--- src/rtl/line_buf_ctrl.sv ---
// line_buf_ctrl: sequences two external line memories as a rotating two-line
// delay. Each accepted pixel in rows 2..HEIGHT-1 yields a registered vertical
// column (rows r-2, r-1, r) at the same x position for the 3x3 window stage.
module line_buf_ctrl #(
  parameter int WIDTH  = 1920,
  parameter int HEIGHT = 1080
) (
  input  logic        clk,
  input  logic        rstn,
  input  logic        i_valid,
  input  logic        i_sof,
  input  logic [7:0]  i_data,
  output logic        o_ready,
  output logic [1:0]  o_mem_en,
  output logic [11:0] o_mem_addr,
  output logic [7:0]  o_mem_wdata,
  input  logic [7:0]  i_mem0_rdata,
  input  logic [7:0]  i_mem1_rdata,
  output logic        o_valid,
  input  logic        i_ready,
  output logic [7:0]  o_top,
  output logic [7:0]  o_mid,
  output logic [7:0]  o_bot,
  output logic [11:0] o_col,
  output logic [10:0] o_row,
  output logic        o_eol,
  output logic        o_eof,
  output logic        o_err
);

  localparam logic [11:0] COL_LAST = 12'(WIDTH - 1);
  localparam logic [10:0] ROW_LAST = 11'(HEIGHT - 1);

  typedef enum logic [1:0] {
    IDLE = 2'd0,
    FILL = 2'd1,
    RUN  = 2'd2
  } state_t;

  state_t      state, state_nxt;
  logic [11:0] col, col_nxt;
  logic [10:0] row, row_nxt;
  logic        acc;
  logic        eol;
  logic        out_ld;
  logic        err_nxt;

  // The input is accepted whenever the output slot is empty or being drained.
  assign o_ready     = ~o_valid | i_ready;
  assign acc         = i_valid & o_ready;
  assign eol         = (col == COL_LAST);
  assign o_mem_wdata = i_data;

  // State, column and row counters.
  always_ff @(posedge clk or negedge rstn) begin
    if (!rstn) begin
      state <= IDLE;
      col   <= 12'd0;
      row   <= 11'd0;
    end else begin
      state <= state_nxt;
      col   <= col_nxt;
      row   <= row_nxt;
    end
  end

  // Next-state, counter advance and memory write control.
  // A start-of-frame pixel is always stored as row 0, col 0: address 0 of
  // memory 0, regardless of where the interrupted frame had got to.
  always_comb begin
    state_nxt  = state;
    col_nxt    = col;
    row_nxt    = row;
    o_mem_en   = 2'b00;
    o_mem_addr = col;
    out_ld     = 1'b0;
    err_nxt    = 1'b0;
    case (state)
      IDLE: begin
        if (acc && i_sof) begin
          o_mem_en   = 2'b01;
          o_mem_addr = 12'd0;
          col_nxt    = 12'd1;
          row_nxt    = 11'd0;
          state_nxt  = FILL;
        end else begin
          state_nxt = IDLE;
        end
      end
      FILL, RUN: begin
        if (acc && i_sof) begin
          o_mem_en   = 2'b01;
          o_mem_addr = 12'd0;
          col_nxt    = 12'd1;
          row_nxt    = 11'd0;
          err_nxt    = 1'b1;
          state_nxt  = FILL;
        end else if (acc) begin
          o_mem_en = row[0] ? 2'b10 : 2'b01;
          out_ld   = (state == RUN);
          if ((state == RUN) && eol && (row == ROW_LAST)) begin
            col_nxt   = 12'd0;
            row_nxt   = 11'd0;
            state_nxt = IDLE;
          end else if (eol) begin
            col_nxt = 12'd0;
            row_nxt = row + 11'd1;
            if ((state == FILL) && (row == 11'd1)) begin
              state_nxt = RUN;
            end else begin
              state_nxt = state;
            end
          end else begin
            col_nxt = col + 12'd1;
          end
        end else begin
          state_nxt = state;
        end
      end
      default: begin
        state_nxt = IDLE;
        col_nxt   = 12'd0;
        row_nxt   = 11'd0;
      end
    endcase
  end

  // Output column register: loads on a RUN accept, drains when downstream takes it.
  // The memory at row[0] still holds row r-2 because this cycle's write lands
  // on the clock edge, after the read data has been sampled.
  always_ff @(posedge clk or negedge rstn) begin
    if (!rstn) begin
      o_valid <= 1'b0;
      o_top   <= 8'd0;
      o_mid   <= 8'd0;
      o_bot   <= 8'd0;
      o_col   <= 12'd0;
      o_row   <= 11'd0;
      o_eol   <= 1'b0;
      o_eof   <= 1'b0;
      o_err   <= 1'b0;
    end else begin
      o_err <= err_nxt;
      if (out_ld) begin
        o_valid <= 1'b1;
        o_top   <= row[0] ? i_mem1_rdata : i_mem0_rdata;
        o_mid   <= row[0] ? i_mem0_rdata : i_mem1_rdata;
        o_bot   <= i_data;
        o_col   <= col;
        o_row   <= row;
        o_eol   <= eol;
        o_eof   <= eol & (row == ROW_LAST);
      end else if (i_ready) begin
        o_valid <= 1'b0;
      end
    end
  end

endmodule

--- config.mk ---
export PLATFORM = sky130hd
export DESIGN_NAME = line_buf_ctrl
export DESIGN_NICKNAME = d
export VERILOG_FILES = /design/src/rtl/line_buf_ctrl.sv
export SDC_FILE = /design/constraint.sdc
export NUM_CORES = 1
export LEC_CHECK = 0
export BUFFER_PORTS_ARGS = -buffer_cell sky130_fd_sc_hd__buf_4
export CAP_MARGIN = 40
export CORE_UTILIZATION = 36
export CTS_CLUSTER_DIAMETER = 150
export DETAILED_ROUTE_END_ITERATION = 7
export PLACE_DENSITY = 0.71
export SYNTH_ARGS = -nofsm -noshare
export SYNTH_HDL_FRONTEND = slang
export SYNTH_SLANG_ARGS = --single-unit
--- constraint.sdc ---
create_clock -name clk -period 2.29 [get_ports clk]
set_input_delay 0.3435 -clock clk [delete_from_list [all_inputs] [get_ports clk]]
set_output_delay 0.3435 -clock clk [all_outputs]
set_load 0.05 [all_outputs]
==> results.md, run 1 <==
* Synth Area in Compound Gates at 11.1%
* Placed insts at around 610
* Final WL at approximately 9.3 mm
* Worst-Margin Slew at around 550 ps
* Fillers at around 940
* CTS tree: done
* Synth Net Count at between 400 and 500
* Layout Nets at between 500 and 600
* Critical path data required time at between 1500 and 2000 ps
* R2R cell count at 6
* Clock skew at 17.6 ps
* Post-synthesis adder-cell area fraction at about 2.3%
* Number of top-level pins at approximately 100
* Fmax at around 440 MHz
* Clk_lat worst skew at between 300 and 400 ps
* Min-Delay Path Class: in2reg
* Maximum vdd ir drop at approximately 0.00030 V
* Synthesized area per cell at 10.1 µm²
* Placed Area at between 4000 and 5000 µm²
* Gr usage total at between 10% and 20%
* WL/cell at 14.7 µm
* Slew headroom at between 60% and 70%
* Total die area at roughly 11000 µm²
* Mux cell area share after synthesis at around an eighth
* Worst hold path depth at 2
* Crit path time final at ~2300 ps
* Most common cell after layout, fill and taps aside: buf_4
* Critical path launch point type: register
* Hold_sp: i_data[3]
* Post-synthesis sequential area ratio at approximately 50%
* Clock sink count at 76
* Largest family of logic cells by synthesized area: simple AND/OR/NAND/NOR gates
* CP Cell Sequence: inv_2 -> ha_4 -> buf_6 -> inv_4 -> a21oi_2 -> a21oi_1 -> nor3_2 -> buf_6
* Worst path arrival time at 1920 ps
* Routed Antenna Nets at 0
* Largest cells by area after synthesis: dfrtp_1, mux2_2, o21ai_0
* DR iter-0 viols at about 210
* Post-Synth XOR/XNOR Area at 1.60%
* Synth top area share at between 40% and 50%
* Core Region at around 10000 µm²
* Non-Filler Instances at 630
* CTS Buffer Depth at 2
* Inserted Clock Buffers at 9
* Die Ht at 105 µm
* ANT cells at 0
* Area of the multi-input gates at around 1800 µm²
* # port buffers at between 100 and 150
* Flop2flop setup slack at 140 ps
* CP delay by family, top: buffers and inverters
* CTS clk-pin slew, worst paths at 90 ps
* Post-synth cell types at 41
* PwrDens at ~530 nW/µm²
* Largest area contributor in the netlist: dfrtp_1
* Final WS setup at about 29 ps
* RePlAce Congestion at around 0.85
* Global-route wire length before repair at around 15 mm
* Row cnt at 37
* Seq. cell area at approximately 1900 µm²
* CP Capture Type: output pin
* Crit-path slowest cell: dfrtp_1
* Primary FF master, synth: dfrtp_1
* Final Slew Violations at 0
* DRC at 0
* Top cell by count, worst path: buf_6
* Area of the mapped netlist at about 3800 µm²
* Commonest cells after routing, fill and taps aside: buf_4, dfrtp_1, nand2_1
* Final HPWL DP at about 6.6 mm
* Setup violators final at 0
* Drt pass-1 iters at 7
* Area Growth Syn to Fin at 33.2%
* YS warnings at 0
* Tcrit/Tclk final at a little over nine tenths
* Place WS at between 70 and 80 ps
* Synth Instances at between 300 and 400
* Root Driver: clkbuf_8
* Yosys reg bits at 76
* Crit path kind: reg2out
* Post-route cell area at slightly above 5000 µm²
* Initial core utilization at between 30% and 40%
* Buffers & Inverters on Critical Path at 4
* Leakage power at approximately 2.4 nW
* RR Endpoint: row[3]$_DFFE_PN0P_
* CP peak stage delay at ~420 ps
* Drt via density at a little over 5
* Die width at between 100 and 150 µm
* Synth Area in Simple Gates at between 10% and 20%
* Initial antenna violation count at 0
* Vias in the first global route at about 3200
* Crit path depth at 8
* Share of post-route cells with drive strength above 1 at a little under 40%
* Grt total ovfl at 0
* Max-cap violations at 0
* Worst R2R Start: row[6]$_DFFE_PN0P_
* Hold Crit Endpoint: o_bot[3]$_DFFE_PN0P_
* Post-synth EDFFs at 0
* Largest net degree at the start of global routing at 53
* DR vias at 3260
* CTS HTree Levels at 3
* Final number of hold-violating endpoints at 0
* Outcome: finished, final reports clean
* Async SR Flop Fraction at between 90% and 100%
* Crit path max fanout at 5
## power by group
part | total [W] | leakage [nW] | switching (W) | internal (W)
clock | 0.00107 | 0.0991 | 0.000529 | 0.000541
combinational | 0.000278 | 1.28 | 0.000170 | 0.000108
sequential | 0.00136 | 1.06 | 0.00000998 | 0.00135
total | 0.00270 | 2.44 | 0.000709 | 0.00200
## synthesized netlist by cell type, drive strengths merged (4+ instances only)
cell and number:
o31ai 5, nor3 7, xnor2 7, nand2 42
a31oi 6, nand3 18, and2 11, dfrtp 76
nand4 5, o21a 4, mux2i 16, nand2b 5
nor2 21, mux2 29, buf 13, a21oi 10
o21ai 37, nor4 9, clkbuf 20, inv 7
ha 7
## through the flow
stage	TNS [ps]	util (%)	hold WS (ps)	power [W]
after global placement	0	46.4	364	0.00164
after CTS	-9.85	49.0	212	0.00273
after floorplan	-423	-	47.9	0.00152
after detailed placement	0	46.4	377	0.00164
after global routing	-23.6	49.5	205	0.00282
final	0	49.5	223	0.00270
## cell families (layout without fill, tap and decap cells)
logic type      after synthesis  in the layout
compound gates               72             72
mux                          45             45
xor+xnor                      7              7
fa+ha+maj                     7              7
buf+inv                      40            155
flops                        76             76
simple gates                132            132
## final cells by class
cell class | instances | share of cell area [%]
clock inverter | 6 | 1.40
tap | 136 | 3.33
clock buffer | 10 | 2.69
timing repair buffer | 132 | 19.9
sequential | 76 | 37.2
multi-input combinational | 263 | 34.9
inverter | 7 | 0.563
## metal layers
layer	vias up	wire length, µm	track usage (%)
li1	1555	-	-
met1	1577	4140	21.4
met2	115	4460	28.1
met3	13	500	4.45
met4	0	181	6.94
met5	-	0	0
## how the worst max path moves through the flow
stage / startpoint / endpoint / slack, ps
2_1_floorplan: o_valid$_DFFE_PN0P_ / o_mem_en[0] / -210
3_5_place_dp: state[0]$_DFFE_PN0P_ / o_bot[7]$_DFFE_PN0P_ / 70
3_3_place_gp: state[0]$_DFFE_PN0P_ / o_col[11]$_DFFE_PN0P_ / 120
5_1_grt: state[1]$_DFFE_PN0P_ / o_mem_en[0] / -20
4_1_cts: state[0]$_DFFE_PN0P_ / o_mem_en[1] / -6
6_report: state[1]$_DFFE_PN0P_ / o_mem_en[0] / 30
## repair_timing
item / CTS / global route
hold buffers: 1 / 0
gates cloned: 0 / 0
hold endpoints to repair: 8 / 0
resized for setup: 8 / 9
setup buffers: 2 / 3
pin swaps: 2 / 2
endpoints found under the setup margin: 2 / 15
## state kept, by name, indices dropped and copies added (netlist names)
name / cells
o_bot: 8
o_valid: 1
o_err: 1
o_row: 11
o_eof: 1
o_col: 12
o_mid: 8
col: 12
row: 11
o_eol: 1
state: 2
o_top: 8
Note: power is estimated with default switching activity, not from simulation.
==> inputs of run 2 (changes only) <==
==> constraint.sdc (replaced) <==
create_clock -name clk -period 2.29 [get_ports clk]
set_input_delay 0.1145 -clock clk [delete_from_list [all_inputs] [get_ports clk]]
set_output_delay 0.1145 -clock clk [all_outputs]
set_load 0.05 [all_outputs]
==> run 2 against run 1 <==
  * Sequential power barely moved
  * First-iteration DRC count fell by 23%
  * Largest power group unchanged
  * Non-clock buffer count rose by 3
  * Combinational power barely moved
  * Sequential cell count did not move
  * Global-route usage rose by 0.36 points
  * Routed wire length rose by 0.64%
  * Clock skew fell by 5.7 ps
==> results.md, run 2 (same netlist as run 1, synthesis figures left out) <==
* Area Growth Syn to Fin at 34.9%
* Drt via density at around 5.1
* CP peak stage delay at roughly 420 ps
* Leakage power at roughly 2.5 nW
* Tcrit/Tclk final at 94.5%
* RSZ-0062 raised after global routing: true
* Max-cap violations at 0
* CP Cell Sequence: inv_1 -> ha_1 -> buf_4 -> inv_1 -> a21oi_1 -> a21oi_1 -> nor3_2 -> buf_4
* CP Capture Type: output pin
* RePlAce Congestion at about 0.85
* Commonest cells after routing, fill and taps aside: buf_4, dfrtp_1, nand2_1
* ANT cells at 0
* Initial antenna violation count at 0
* CP delay by family, top: buffers and inverters
* Crit-path slowest cell: dfrtp_1
* Initial core utilization at a little under two fifths
* Grt total ovfl at 0
* PwrDens at roughly 540 nW/µm²
* Flop2flop setup slack at 130 ps
* Worst setup path startpoint: state[0]$_DFFE_PN0P_
* DRC at 0
* DR iter-0 viols at between 150 and 200
* RR Endpoint: o_col[1]$_DFFE_PN0P_
* Seq. cell area at 1900 µm²
* Row cnt at 37
* Critical path launch point type: register
* Largest net degree at the start of global routing at 59
* Worst-Margin Slew at approximately 420 ps
* Final number of hold-violating endpoints at 0
* Drt pass-1 iters at 4
* Fillers at 963
* Critical path data required time at approximately 2200 ps
* Clock sink count at between 70 and 80
* Die Ht at 105 µm
* Worst R2R Start: state[0]$_DFFE_PN0P_
* # port buffers at 102
* Final setup TNS at 0 ps
* Buffers & Inverters on Critical Path at 4
* Clk_lat worst skew at approximately 360 ps
* Setup violators final at 0
* Critical Path End: o_mem_en[0]
* Maximum vdd ir drop at 0.000327 V
* Post-route cell area at approximately 5200 µm²
* Crit path max fanout at 5
* Root Driver: clkbuf_8
* Gr usage total at approximately 17%
* Slew headroom at a little under three quarters
* Core Region at 10300 µm²
* Final WL at 9.34 mm
* Crit path time final at 2160 ps
* Fmax at 462 MHz
* WL/cell at 14.8 µm
* Share of post-route cells with drive strength above 1 at ~36%
* DR vias at 3246
* Crit path depth at 8
* Die width at 105 µm
* Number of top-level pins at approximately 100
* Total die area at approximately 11000 µm²
* CTS clk-pin slew, worst paths at 90 ps
* Final Slew Violations at 0
* CTS tree: done
* Area of the multi-input gates at approximately 1800 µm²
* Routed Antenna Nets at 0
* Outcome: finished, final reports clean
* CTS Buffer Depth at 2
* Layout Nets at about 530
* Clock skew at 11.9 ps
* CTS HTree Levels at 3
* Crit path kind: reg2out
* Vias in the first global route at roughly 3200
* Worst path arrival time at about 2100 ps
* Final HPWL DP at about 6.5 mm
* Most common cell after layout, fill and taps aside: buf_4
* Global-route wire length before repair at around 15 mm
* Placed Area at about 4800 µm²
* Largest regs: col: 12 flops, o_col: 12 flops
* Inserted Clock Buffers at 9
* R2R cell count at 9
* Min-Delay Path Class: in2reg
run 2: cell count changes in the layout (fill, tap and decap cells not counted), moves of 2 or more:
cell           previous run  this run
inv_2                     2         0
inv_1                     4         7
dlygate4sd3_1             1         9
clkinvlp_4                2         0
inv_6                     1         3
buf_6                     3         1
buf_4                   127       122
ha_1                      5         7
run 2: power by group:
part / internal (W) / total (W) / switching (W)
logic: 0.000108 / 0.000275 / 0.000168
registers: 0.00135 / 0.00136 / 0.0000102
clock network: 0.000634 / 0.00118 / 0.000549
total: 0.00209 / 0.00282 / 0.000727
run 2: cell type report:
type,count,area share (%)
Timing Repair Buffer,135,21.1
Tap cell,136,3.29
Clock buffer,9,2.39
Multi-Input combinational cell,263,34.0
Clock inverter,7,2.05
Inverter,7,0.508
Sequential cell,76,36.7
run 2: worst min path at each step:
stage,end,cells past startpoint,startpoint
2_1_floorplan,col[0]$_DFFE_PN0P_,0,rstn
3_3_place_gp,o_bot[5]$_DFFE_PN0P_,1,rstn
3_5_place_dp,o_bot[6]$_DFFE_PN0P_,1,rstn
4_1_cts,o_mid[7]$_DFFE_PN0P_,3,i_mem1_rdata[7]
5_1_grt,o_mid[0]$_DFFE_PN0P_,3,i_mem1_rdata[0]
6_report,o_mid[7]$_DFFE_PN0P_,3,i_mem1_rdata[7]
run 2: metal layers:
metal	up-vias	share of wire (%)	track usage (%)
met5	-	0	0
met4	0	1.8	5.53
met3	13	5.7	4.14
met2	95	49	29.3
met1	1573	44	22.2
li1	1565	-	-
run 2: timing repair:
item                                    in CTS  in global routing
hold buffers                                 9                  0
buffers inserted                             0                  1
resized for setup                            0                  5
endpoints found under the setup margin       0                 18
endpoints found under the hold margin       84                  0
run 2: worst register-to-register path: stages (launching register included):
cell	delay, ps
dfrtp_1	420
inv_1	90
ha_1	310
buf_4	160
inv_1	140
nor2_1	90
nand4_1	80
buf_4	180
buf_4	220
mux2_2	350
run 2: stage by stage:
stage	worst slack, ps	utilization, %	instances	total power [W]	hold WS [ps]
after floorplan	17.3	-	379	0.00152	-181
after global placement	159	46.2	605	0.00164	328
after detailed placement	129	46.5	606	0.00165	17.6
after CTS	18.9	49.6	631	0.00286	42.2
after global routing	1.48	50.1	633	0.00294	52.2
final	126	50.1	633	0.00282	53.0
